**src/rtl/pad_ctrl_pkg.sv**
```systemverilog
// Shared types for the pad configuration sequencer: pad control word layout,
// its reset value, sequencer states and a helper that resolves pull conflicts.
package pad_ctrl_pkg;

  localparam int unsigned PAD_BIT_IE  = 0;
  localparam int unsigned PAD_BIT_OE  = 1;
  localparam int unsigned PAD_BIT_PU  = 2;
  localparam int unsigned PAD_BIT_PD  = 3;
  localparam int unsigned PAD_BIT_CS  = 4;
  localparam int unsigned PAD_BIT_DS0 = 5;
  localparam int unsigned PAD_BIT_DS1 = 6;
  localparam int unsigned PAD_BIT_OUT = 7;

  typedef struct packed {
    logic       out;
    logic [1:0] ds;
    logic       cs;
    logic       pd;
    logic       pu;
    logic       oe;
    logic       ie;
  } pad_cfg_t;

  localparam pad_cfg_t PAD_CFG_RST = '{out: 1'b0, ds: 2'b00, cs: 1'b0, pd: 1'b0,
                                       pu: 1'b1, oe: 1'b0, ie: 1'b1};

  typedef enum logic [2:0] {IDLE, APPLY, TURN, ENABLE, ACK} seq_state_e;

  // Pull-up wins when both pulls are requested, so the pad never fights itself.
  function automatic pad_cfg_t pad_cfg_sanitize(input logic [7:0] raw);
    pad_cfg_t c;
    c = pad_cfg_t'(raw);
    if (c.pu && c.pd) c.pd = 1'b0;
    return c;
  endfunction

endpackage

```
**src/rtl/pad_in_sync.sv**
```systemverilog
// NPAD-wide two-flop synchroniser for pad inputs; only built when
// PADCTRL_SYNC_EN is defined (otherwise the input path is combinational).
`ifdef PADCTRL_SYNC_EN
module pad_in_sync #(
  parameter int W = 1
) (
  input  logic         clk_i,
  input  logic         rst_ni,
  input  logic [W-1:0] d_i,
  output logic [W-1:0] q_o
);

  logic [W-1:0] meta_q;
  logic [W-1:0] sync_q;

  always_ff @(posedge clk_i or negedge rst_ni) begin
    if (!rst_ni) begin
      meta_q <= '0;
      sync_q <= '0;
    end else begin
      meta_q <= d_i;
      sync_q <= meta_q;
    end
  end

  assign q_o = sync_q;

endmodule
`endif

```
**src/rtl/pad_cfg_sequencer.sv**
```systemverilog
// Serialised config port for NPAD GPIO pad cells with break-before-make OE turnaround.
// Define PADCTRL_SYNC_EN to route pad inputs through a two-flop synchroniser.
module pad_cfg_sequencer
  import pad_ctrl_pkg::*;
#(
  parameter int NPAD     = 8,
  parameter int TURN_CYC = 4,
  parameter int IDX_W    = (NPAD > 1) ? $clog2(NPAD) : 1
) (
  input  logic             clk_i,
  input  logic             rst_ni,
  input  logic             cfg_req_i,
  input  logic             cfg_we_i,
  input  logic [IDX_W-1:0] cfg_idx_i,
  input  logic [7:0]       cfg_wdata_i,
  output logic             cfg_ack_o,
  output logic             cfg_err_o,
  output logic [7:0]       cfg_rdata_o,
  output logic             busy_o,
  output logic [NPAD-1:0]  pad_ie_o,
  output logic [NPAD-1:0]  pad_oe_o,
  output logic [NPAD-1:0]  pad_i_o,
  output logic [NPAD-1:0]  pad_pu_o,
  output logic [NPAD-1:0]  pad_pd_o,
  output logic [NPAD-1:0]  pad_cs_o,
  output logic [NPAD-1:0]  pad_ds0_o,
  output logic [NPAD-1:0]  pad_ds1_o,
  input  logic [NPAD-1:0]  pad_c_i,
  output logic [NPAD-1:0]  gpio_in_o
);

  localparam int               CNT_W    = (TURN_CYC > 1) ? $clog2(TURN_CYC) : 1;
  localparam logic [CNT_W-1:0] CNT_LOAD = CNT_W'(TURN_CYC - 1);
  localparam logic [IDX_W:0]   NPAD_LIM = (IDX_W + 1)'(NPAD);

  seq_state_e       state_q, state_d;
  logic [CNT_W-1:0] cnt_q, cnt_d;
  logic [IDX_W-1:0] idx_q;
  logic             oe_up_q, oe_chg_q, err_q;
  logic [7:0]       rdata_q;
  pad_cfg_t         pad_q [NPAD];

  logic     accept, idx_ok, conflict, oe_up, oe_chg, enable_oe;
  pad_cfg_t cur_cfg, new_cfg, apply_cfg;

  always_comb begin
    cur_cfg = PAD_CFG_RST;
    for (int p = 0; p < NPAD; p++) begin
      if (cfg_idx_i == IDX_W'(p)) cur_cfg = pad_q[p];
    end
  end

  assign accept   = (state_q == IDLE) && cfg_req_i;
  assign idx_ok   = {1'b0, cfg_idx_i} < NPAD_LIM;
  assign conflict = cfg_wdata_i[PAD_BIT_PU] & cfg_wdata_i[PAD_BIT_PD];
  assign new_cfg  = pad_cfg_sanitize(cfg_wdata_i);
  assign oe_chg   = cur_cfg.oe ^ new_cfg.oe;
  assign oe_up    = ~cur_cfg.oe & new_cfg.oe;

  // A rising OE is held off here and only raised after the turnaround.
  always_comb begin
    apply_cfg    = new_cfg;
    apply_cfg.oe = new_cfg.oe & cur_cfg.oe;
  end

  always_comb begin
    // NOTE: every output of this block gets a default first, so no path can infer a latch.
    state_d   = state_q;
    cnt_d     = cnt_q;
    enable_oe = 1'b0;
    unique case (state_q)
      IDLE: begin
        if (cfg_req_i) state_d = (cfg_we_i && idx_ok) ? APPLY : ACK;
      end
      APPLY: begin
        cnt_d   = CNT_LOAD;
        state_d = oe_chg_q ? TURN : ACK;
      end
      TURN: begin
        if (cnt_q == '0) begin
          if (oe_up_q) begin
            state_d   = ENABLE;
            enable_oe = 1'b1;
          end else begin
            state_d = ACK;
          end
        end else begin
          cnt_d = cnt_q - CNT_W'(1);
        end
      end
      ENABLE:  state_d = ACK;
      ACK:     state_d = IDLE;
      default: state_d = IDLE;
    endcase
  end

  always_ff @(posedge clk_i or negedge rst_ni) begin
    // NOTE: sequential state uses non-blocking assignments so every register samples pre-edge values.
    if (!rst_ni) begin
      state_q  <= IDLE;
      cnt_q    <= '0;
      idx_q    <= '0;
      oe_up_q  <= 1'b0;
      oe_chg_q <= 1'b0;
      err_q    <= 1'b0;
      rdata_q  <= '0;
    end else begin
      state_q <= state_d;
      cnt_q   <= cnt_d;
      if (accept) begin
        idx_q    <= cfg_idx_i;
        oe_up_q  <= cfg_we_i & oe_up;
        oe_chg_q <= cfg_we_i & oe_chg;
        err_q    <= ~idx_ok | (cfg_we_i & conflict);
        if (!idx_ok)        rdata_q <= '0;
        else if (!cfg_we_i) rdata_q <= cur_cfg;
      end
    end
  end

  always_ff @(posedge clk_i or negedge rst_ni) begin
    // NOTE: the pad array is reset on purpose: pads must come out of reset in a safe, undriven state.
    if (!rst_ni) begin
      for (int p = 0; p < NPAD; p++) pad_q[p] <= PAD_CFG_RST;
    end else begin
      for (int p = 0; p < NPAD; p++) begin
        if (accept && cfg_we_i && idx_ok && (cfg_idx_i == IDX_W'(p))) begin
          pad_q[p] <= apply_cfg;
        end else if (enable_oe && (idx_q == IDX_W'(p))) begin
          pad_q[p].oe <= 1'b1;
        end
      end
    end
  end

  for (genvar p = 0; p < NPAD; p++) begin : g_pad
    assign pad_ie_o[p]  = pad_q[p][PAD_BIT_IE];
    assign pad_oe_o[p]  = pad_q[p][PAD_BIT_OE];
    assign pad_pu_o[p]  = pad_q[p][PAD_BIT_PU];
    assign pad_pd_o[p]  = pad_q[p][PAD_BIT_PD];
    assign pad_cs_o[p]  = pad_q[p][PAD_BIT_CS];
    assign pad_ds0_o[p] = pad_q[p][PAD_BIT_DS0];
    assign pad_ds1_o[p] = pad_q[p][PAD_BIT_DS1];
    assign pad_i_o[p]   = pad_q[p][PAD_BIT_OUT];
  end

  assign cfg_ack_o   = (state_q == ACK);
  assign cfg_err_o   = cfg_ack_o & err_q;
  assign cfg_rdata_o = rdata_q;
  assign busy_o      = (state_q != IDLE);

`ifdef PADCTRL_SYNC_EN
  pad_in_sync #(.W(NPAD)) u_in_sync (
    .clk_i  (clk_i),
    .rst_ni (rst_ni),
    .d_i    (pad_c_i & pad_ie_o),
    .q_o    (gpio_in_o)
  );
`else
  assign gpio_in_o = pad_c_i & pad_ie_o;
`endif

endmodule

```
**config.mk**
```make
export PLATFORM = sky130hd
export DESIGN_NAME = pad_cfg_sequencer
export DESIGN_NICKNAME = d
export VERILOG_FILES = /design/src/rtl/pad_ctrl_pkg.sv /design/src/rtl/pad_in_sync.sv /design/src/rtl/pad_cfg_sequencer.sv
export SDC_FILE = /design/constraint.sdc
export NUM_CORES = 1
export LEC_CHECK = 0
export BUFFER_PORTS_ARGS = -buffer_cell sky130_fd_sc_hd__buf_4
export CAP_MARGIN = 10
export CORE_MARGIN = 5
export CORE_UTILIZATION = 40
export CTS_BUF_LIST = sky130_fd_sc_hd__clkbuf_2 sky130_fd_sc_hd__clkbuf_4 sky130_fd_sc_hd__clkbuf_8
export DETAILED_ROUTE_END_ITERATION = 12
export GPL_ROUTABILITY_DRIVEN = 0
export PLACE_DENSITY = 0.65
export SLEW_MARGIN = 10
export SYNTH_ARGS = -nofsm -noshare
export SYNTH_HDL_FRONTEND = slang
export SYNTH_SLANG_ARGS = --single-unit
```
**constraint.sdc**
```tcl
create_clock -name clk_i -period 1.8 [get_ports clk_i]
set_input_delay 0 -clock clk_i [delete_from_list [all_inputs] [get_ports clk_i]]
set_output_delay 0 -clock clk_i [all_outputs]
set_load 0.02 [all_outputs]
```
==> results of run 1 <==
==> cells by family after synthesis <==
kind of cell               after synthesis  synth area share
and+or+nand+nor                         95             0.145
AOI/OAI and AO/OA                       67             0.102
buffers and inverters                   27            0.0310
adders and majority gates                3           0.00904
muxes                                   69             0.208
DFF                                     83             0.505
==> what timing repair did <==
| item | 4_1_cts | 5_1_grt |
|---|---|---|
| resized for setup | 5 | 26 |
| hold buffers | 10 | 0 |
| endpoints found under the setup margin | 18 | 33 |
| endpoints found under the hold margin | 87 | 0 |
| setup buffers | 1 | 4 |
| pin swaps | 2 | 3 |
==> sequential cells by signal (all words and copies together), names as in the netlist <==
signal and cells:
oe_chg_q 1, pad_i_o 8, err_q 1, pad_ie_o 8
pad_ds1_o 8, cfg_rdata_o 8, pad_pd_o 8, pad_oe_o 8
pad_pu_o 8, cnt_q 2, idx_q 3, oe_up_q 1
state_q 3, pad_ds0_o 8, pad_cs_o 8
==> metrics by stage <==
step | std cells | util | area [um2] | TNS (ns)
2_1_floorplan | 344 | - | 4150 | 0
3_3_place_gp | 605 | 0.521 | 5330 | 0
3_5_place_dp | 605 | 0.521 | 5330 | -0.109
4_1_cts | 632 | 0.551 | 5640 | -0.0161
5_1_grt | 636 | 0.563 | 5760 | -0.674
6_report | 636 | 0.563 | 5760 | -0.0418
==> area by class of cell <==
type                            instances  area [um2]  share of cell area
Timing Repair Buffer                  159        1270               0.220
Inverter                                8        32.5             0.00564
Clock buffer                           11         145              0.0252
Multi-Input combinational cell        234        2010               0.349
Sequential cell                        83        2100               0.364
Tap cell                              136         170              0.0295
Clock inverter                          5        38.8             0.00673
==> report_power, final <==
group | internal [uW] | switching, uW
logic | 2060 | 1990
clock network | 560 | 699
registers | 2700 | 648
total | 5310 | 3330
==> metal layers <==
layer,track usage,up-vias,routed length (um)
li1,-,1548,-
met1,0.247,1677,5210
met2,0.308,108,5840
met3,0.0467,16,652
met4,0.0519,0,192
met5,0,-,0
==> critical path: cells and delay by family, from the launching register on <==
kind	cells	cell delay, ns
AND/OR/NAND/NOR	2	0.50
multiplexers	1	0.30
flip-flops	1	0.41
buffers and inverters	3	0.49
==> Yosys cell counts, types with 4 or more instances <==
cell type  instances  area share
dfstp_2           16        0.10
o21ai_0           16       0.019
clkbuf_1           5      0.0045
a21oi_1           22       0.027
dfrtp_1           67        0.40
nor2_1             9      0.0081
and2_1             9       0.014
a211oi_1           5      0.0090
inv_1              7      0.0063
o31ai_1            5      0.0090
nand4_1            4      0.0060
nand2b_1           7       0.011
nor2b_1           23       0.035
mux4_2             8       0.043
buf_2             10       0.012
nand2_1           23       0.021
mux2_2            59        0.16
o22a_1             5       0.011
==> worst min path at each step <==
| stage | from | end | slack, ns |
|---|---|---|---|
| 2_1_floorplan | rst_ni | cfg_rdata_o[0] | -0.30 |
| 3_3_place_gp | rst_ni | pad_oe_o[6] | 0.04 |
| 3_5_place_dp | rst_ni | err_q | 0.04 |
| 4_1_cts | cfg_wdata_i[1] | oe_chg_q | 0.06 |
| 5_1_grt | cfg_wdata_i[1] | oe_chg_q | 0.08 |
| 6_report | cfg_wdata_i[1] | oe_chg_q | 0.07 |
==> results.tsv, run 1 <==
metric	value	unit
num_rows	37	
htreeDepth	3	
hpwl	8480	um
drt_iter0_drc	127	
synthDistinctLibCells	46	
post-route-drc-count	0	
violations	setup timing	
p_leak	0.00267	uW
post-route-period-util	1.01	
hold_ws	0.0720	ns
cp_max_fo	9	
final_antenna_net_count	0	
skew	0.00745	ns
min_path_type	in2reg	
clock.fmax	551	MHz
crit_chain	buf_4 -> nor3_4 -> inv_4 -> nor4b_4 -> buf_4 -> mux2_4	
syn_inst	344	
cts_made_buffers	9	
crit_end	pad_ds1_o[0]	
dp_slack	-0.0231	ns
fin_nets	521	
r2r-end	pad_ds1_o[0]	
drt_pass1_iterations	4	
seq_area_frac_synth	0.505	
end_kind	register	
min_period	1.81	ns
layout_common_cells	buf_4 (141), dfrtp_1 (67), mux2_2 (40)	
port_buffers	105	
setup_viol	5	
required	2.04	ns
synthesis.nets	370	
finalWorstSetupSlack	-0.0148	ns
peakVddDrop	0.000630	V
start_kind	register	
max_cap_viol_count	0	
synthesis.area	4150	um2
core_area	10200	um2
fillCellCount	894	
clk_pin_slew	0.09	ns
cts_tree	done	
ys.flop_type	dfrtp_1	
num_io_pins	106	
die_width	112	um
viasPerCell	5.27	
grt_usage	0.187	
wl	11900	um
syn2layout_area_growth	38.8	%
initial_core_util	0.406	
slowest_delay	0.41	ns
arrival	2.06	ns
drive_gt1_frac	0.518	
worst_slew_pin_slew	0.571	ns
pwr_density_cell	1500	nW/um2
layout_commonest_cell	buf_4	
grt_pass1_wl	18700	um
ys_warn_count	0	
n_antenna_cell	0	
ys_ff_latch	83	
hold_violations	0	
critPathKind	reg2reg	
cts.sinks	83	
grt_setup_unrepaired	yes	
path_common_cell	buf_4	
synth.avg_cell_area	12.1	um2
slew_viol_final	0	
slew_headroom	0.619	
timing.rr.start	state_q[2]	
grt_pass1_vias	3434	
antenna_found_initial	0	
gr-total-overflow	0	
synthArstFlopShare	1.00	
crit_start	state_q[2]	
cts-root-buf	clkbuf_8	
wl_per_cell	18.7	um
worst_path_max_delay_cell	dfrtp_1	
die-area	12500	um2
whs_path_depth	4	
power	8650	uW
status	finished with violations	
ff2ff_path_depth	6	
vias	3349	
dieHeight	112	um
r2r_slack	-0.01	ns
synth_edf_count	0	
grt_max_degree	43	
clk-insertion-delay-late	0.35	ns
cts_max_path_buffers	2	
Power figures use the tool's default switching activity.
==> run 2, diff against run 1 <==
--- a/config.mk
+++ b/config.mk
@@ -7,7 +7,7 @@
 export LEC_CHECK = 0
 export BUFFER_PORTS_ARGS = -buffer_cell sky130_fd_sc_hd__buf_4
 export CAP_MARGIN = 10
-export CORE_MARGIN = 5
+export CORE_MARGIN = 2
 export CORE_UTILIZATION = 40
 export CTS_BUF_LIST = sky130_fd_sc_hd__clkbuf_2 sky130_fd_sc_hd__clkbuf_4 sky130_fd_sc_hd__clkbuf_8
 export DETAILED_ROUTE_END_ITERATION = 12
==> run 2 against run 1 <==
Against the previous run: the flow still finishes with violations (setup timing); sequential share of layout area shrank 0.49 points; clock skew grew 0.0070 ns; flip-flop and latch count is the same; die area shrank 10%; register-to-register slack lost 0.02 ns; sequential power is essentially flat; power grew 1.4%; critical path depth shrank 1; clock power grew 9.5%; non-clock buffer count is the same; first-iteration DRC count grew 3.1%; critical path type unchanged; critical endpoint is now pad_cs_o[7].
==> results.tsv, run 2 (same netlist as run 1, synthesis figures left out) <==
metric	value	unit
end_kind	register	
antenna_found_initial	0	
grt_setup_unrepaired	yes	
min_path_type	in2async	
num_io_pins	106	
wl_per_cell	18.1	um
clk-insertion-delay-late	0.36	ns
p_clk_frac	0.157	
skew	0.0144	ns
max_cap_viol_count	0	
drt_pass1_iterations	4	
p_int	5480	uW
pwr_density_cell	1500	nW/um2
clock.fmax	545	MHz
grt_max_degree	65	
setup_viol	7	
power_switching_share	0.375	
gr-total-overflow	0	
grt_usage	0.203	
slew_headroom	0.713	
crit_buf_inv	2	
worst_slew_pin_slew	0.431	ns
drt_iter0_drc	131	
crit_chain	or4b_4 -> buf_8 -> nor2_4 -> buf_12 -> mux2_4	
worst_path_max_delay_cell	or4b_4	
finalWorstSetupSlack	-0.0345	ns
final_cell_count_no_fill	636	
post-route-drc-count	0	
cts_made_buffers	9	
hold_violations	0	
die_width	106	um
initial_core_util	0.408	
fin_nets	521	
cp_top_family	simple AND/OR/NAND/NOR gates	
cp_max_fo	5	
num_rows	37	
slew_viol_final	0	
hpwl	7970	um
dieHeight	106	um
grt_pass1_wl	17600	um
wl	11500	um
p_leak	0.00271	uW
layout_common_cells	buf_4 (140), dfrtp_1 (67), mux2_2 (31)	
start_kind	register	
vias	3304	
p_sw	3290	uW
grt_pass1_vias	3201	
cts-root-buf	clkbuf_8	
seqPwrFrac	0.385	
syn2layout_area_growth	40.7	%
dp.cells	602	
arrival	2.07	ns
die-area	11200	um2
required	2.04	ns
peakVddDrop	0.000888	V
cts_max_path_buffers	2	
violations	setup timing	
postLayoutCellArea	5840	um2
status	finished with violations	
htreeDepth	3	
cts_tree	done	
core_area	10200	um2
viasPerCell	5.19	
clk_pin_slew	0.08	ns
drive_gt1_frac	0.522	
cts.sinks	83	
slowest_delay	0.57	ns
n_antenna_cell	0	
placed_cell_area	5300	um2
layout_commonest_cell	buf_4	
pwr-share-comb	0.457	
port_buffers	105	
min_period	1.83	ns
critPathKind	reg2reg	
post-route-period-util	1.02	
final_antenna_net_count	0	
## run 2: power by group through the flow
stage	Clock [uW]	Sequential, uW	Combinational [uW]
CTS	1400	3360	3840
floorplan	0	4000	1440
detailed placement	0	3390	3780
global route	1490	3480	4270
finish	1380	3380	4010
global placement	0	3370	3730
## run 2: timing repair
action	CTS	global route
cloned	0	1
hold endpoints to repair	127	0
setup buffers	4	3
pin swaps	7	2
endpoints found under the setup margin	34	45
hold buffers	10	0
gates resized for setup	6	37
## run 2: area by class of cell
cell class	instances	area [um2]
Clock inverter	4	50.0
Clock buffer	12	153
Tap cell	136	170
Sequential cell	83	2100
Timing Repair Buffer	159	1290
Fill cell	871	4340
Multi-Input combinational cell	234	2050
Inverter	8	32.5
## run 2: path summary, 6_finish.rpt
path / start / endpoint / slack, ns / cells past startpoint
min in group clk_i: cfg_wdata_i[1] / oe_up_q / 0.10 / 4
setup / recovery: state_q[0] / pad_cs_o[7] / -0.03 / 5
hold / removal: rst_ni / pad_oe_o[4] / 0.07 / 2
hold reg to reg: err_q / err_q / 0.49 / 2
setup reg to reg: state_q[0] / pad_cs_o[7] / -0.03 / 5
max in group asynchronous: rst_ni / pad_pu_o[7] / 1.07 / 3
## run 2: per-layer routing
layer,share of wire,up-vias,global-route usage,wire [um]
met2,0.47,106,0.309,5410
met4,0.014,0,0.0517,165
met5,0,-,0,0
met1,0.45,1636,0.299,5190
met3,0.063,14,0.0386,727
li1,-,1548,-,-
## run 2: metrics by stage
stage | power (uW) | hold WS [ns] | setup WS, ns | util | setup TNS [ns]
after detailed placement | 7170 | -0.0959 | -0.0926 | 0.520 | -1.11
after global placement | 7100 | -0.0967 | -0.0362 | 0.520 | -0.179
after CTS | 8600 | 0.0553 | -0.0146 | 0.556 | -0.0426
after global routing | 9240 | 0.0818 | -0.0785 | 0.574 | -1.25
after floorplan | 5440 | -0.296 | 0.00764 | - | 0
final | 8760 | 0.0695 | -0.0345 | 0.574 | -0.173
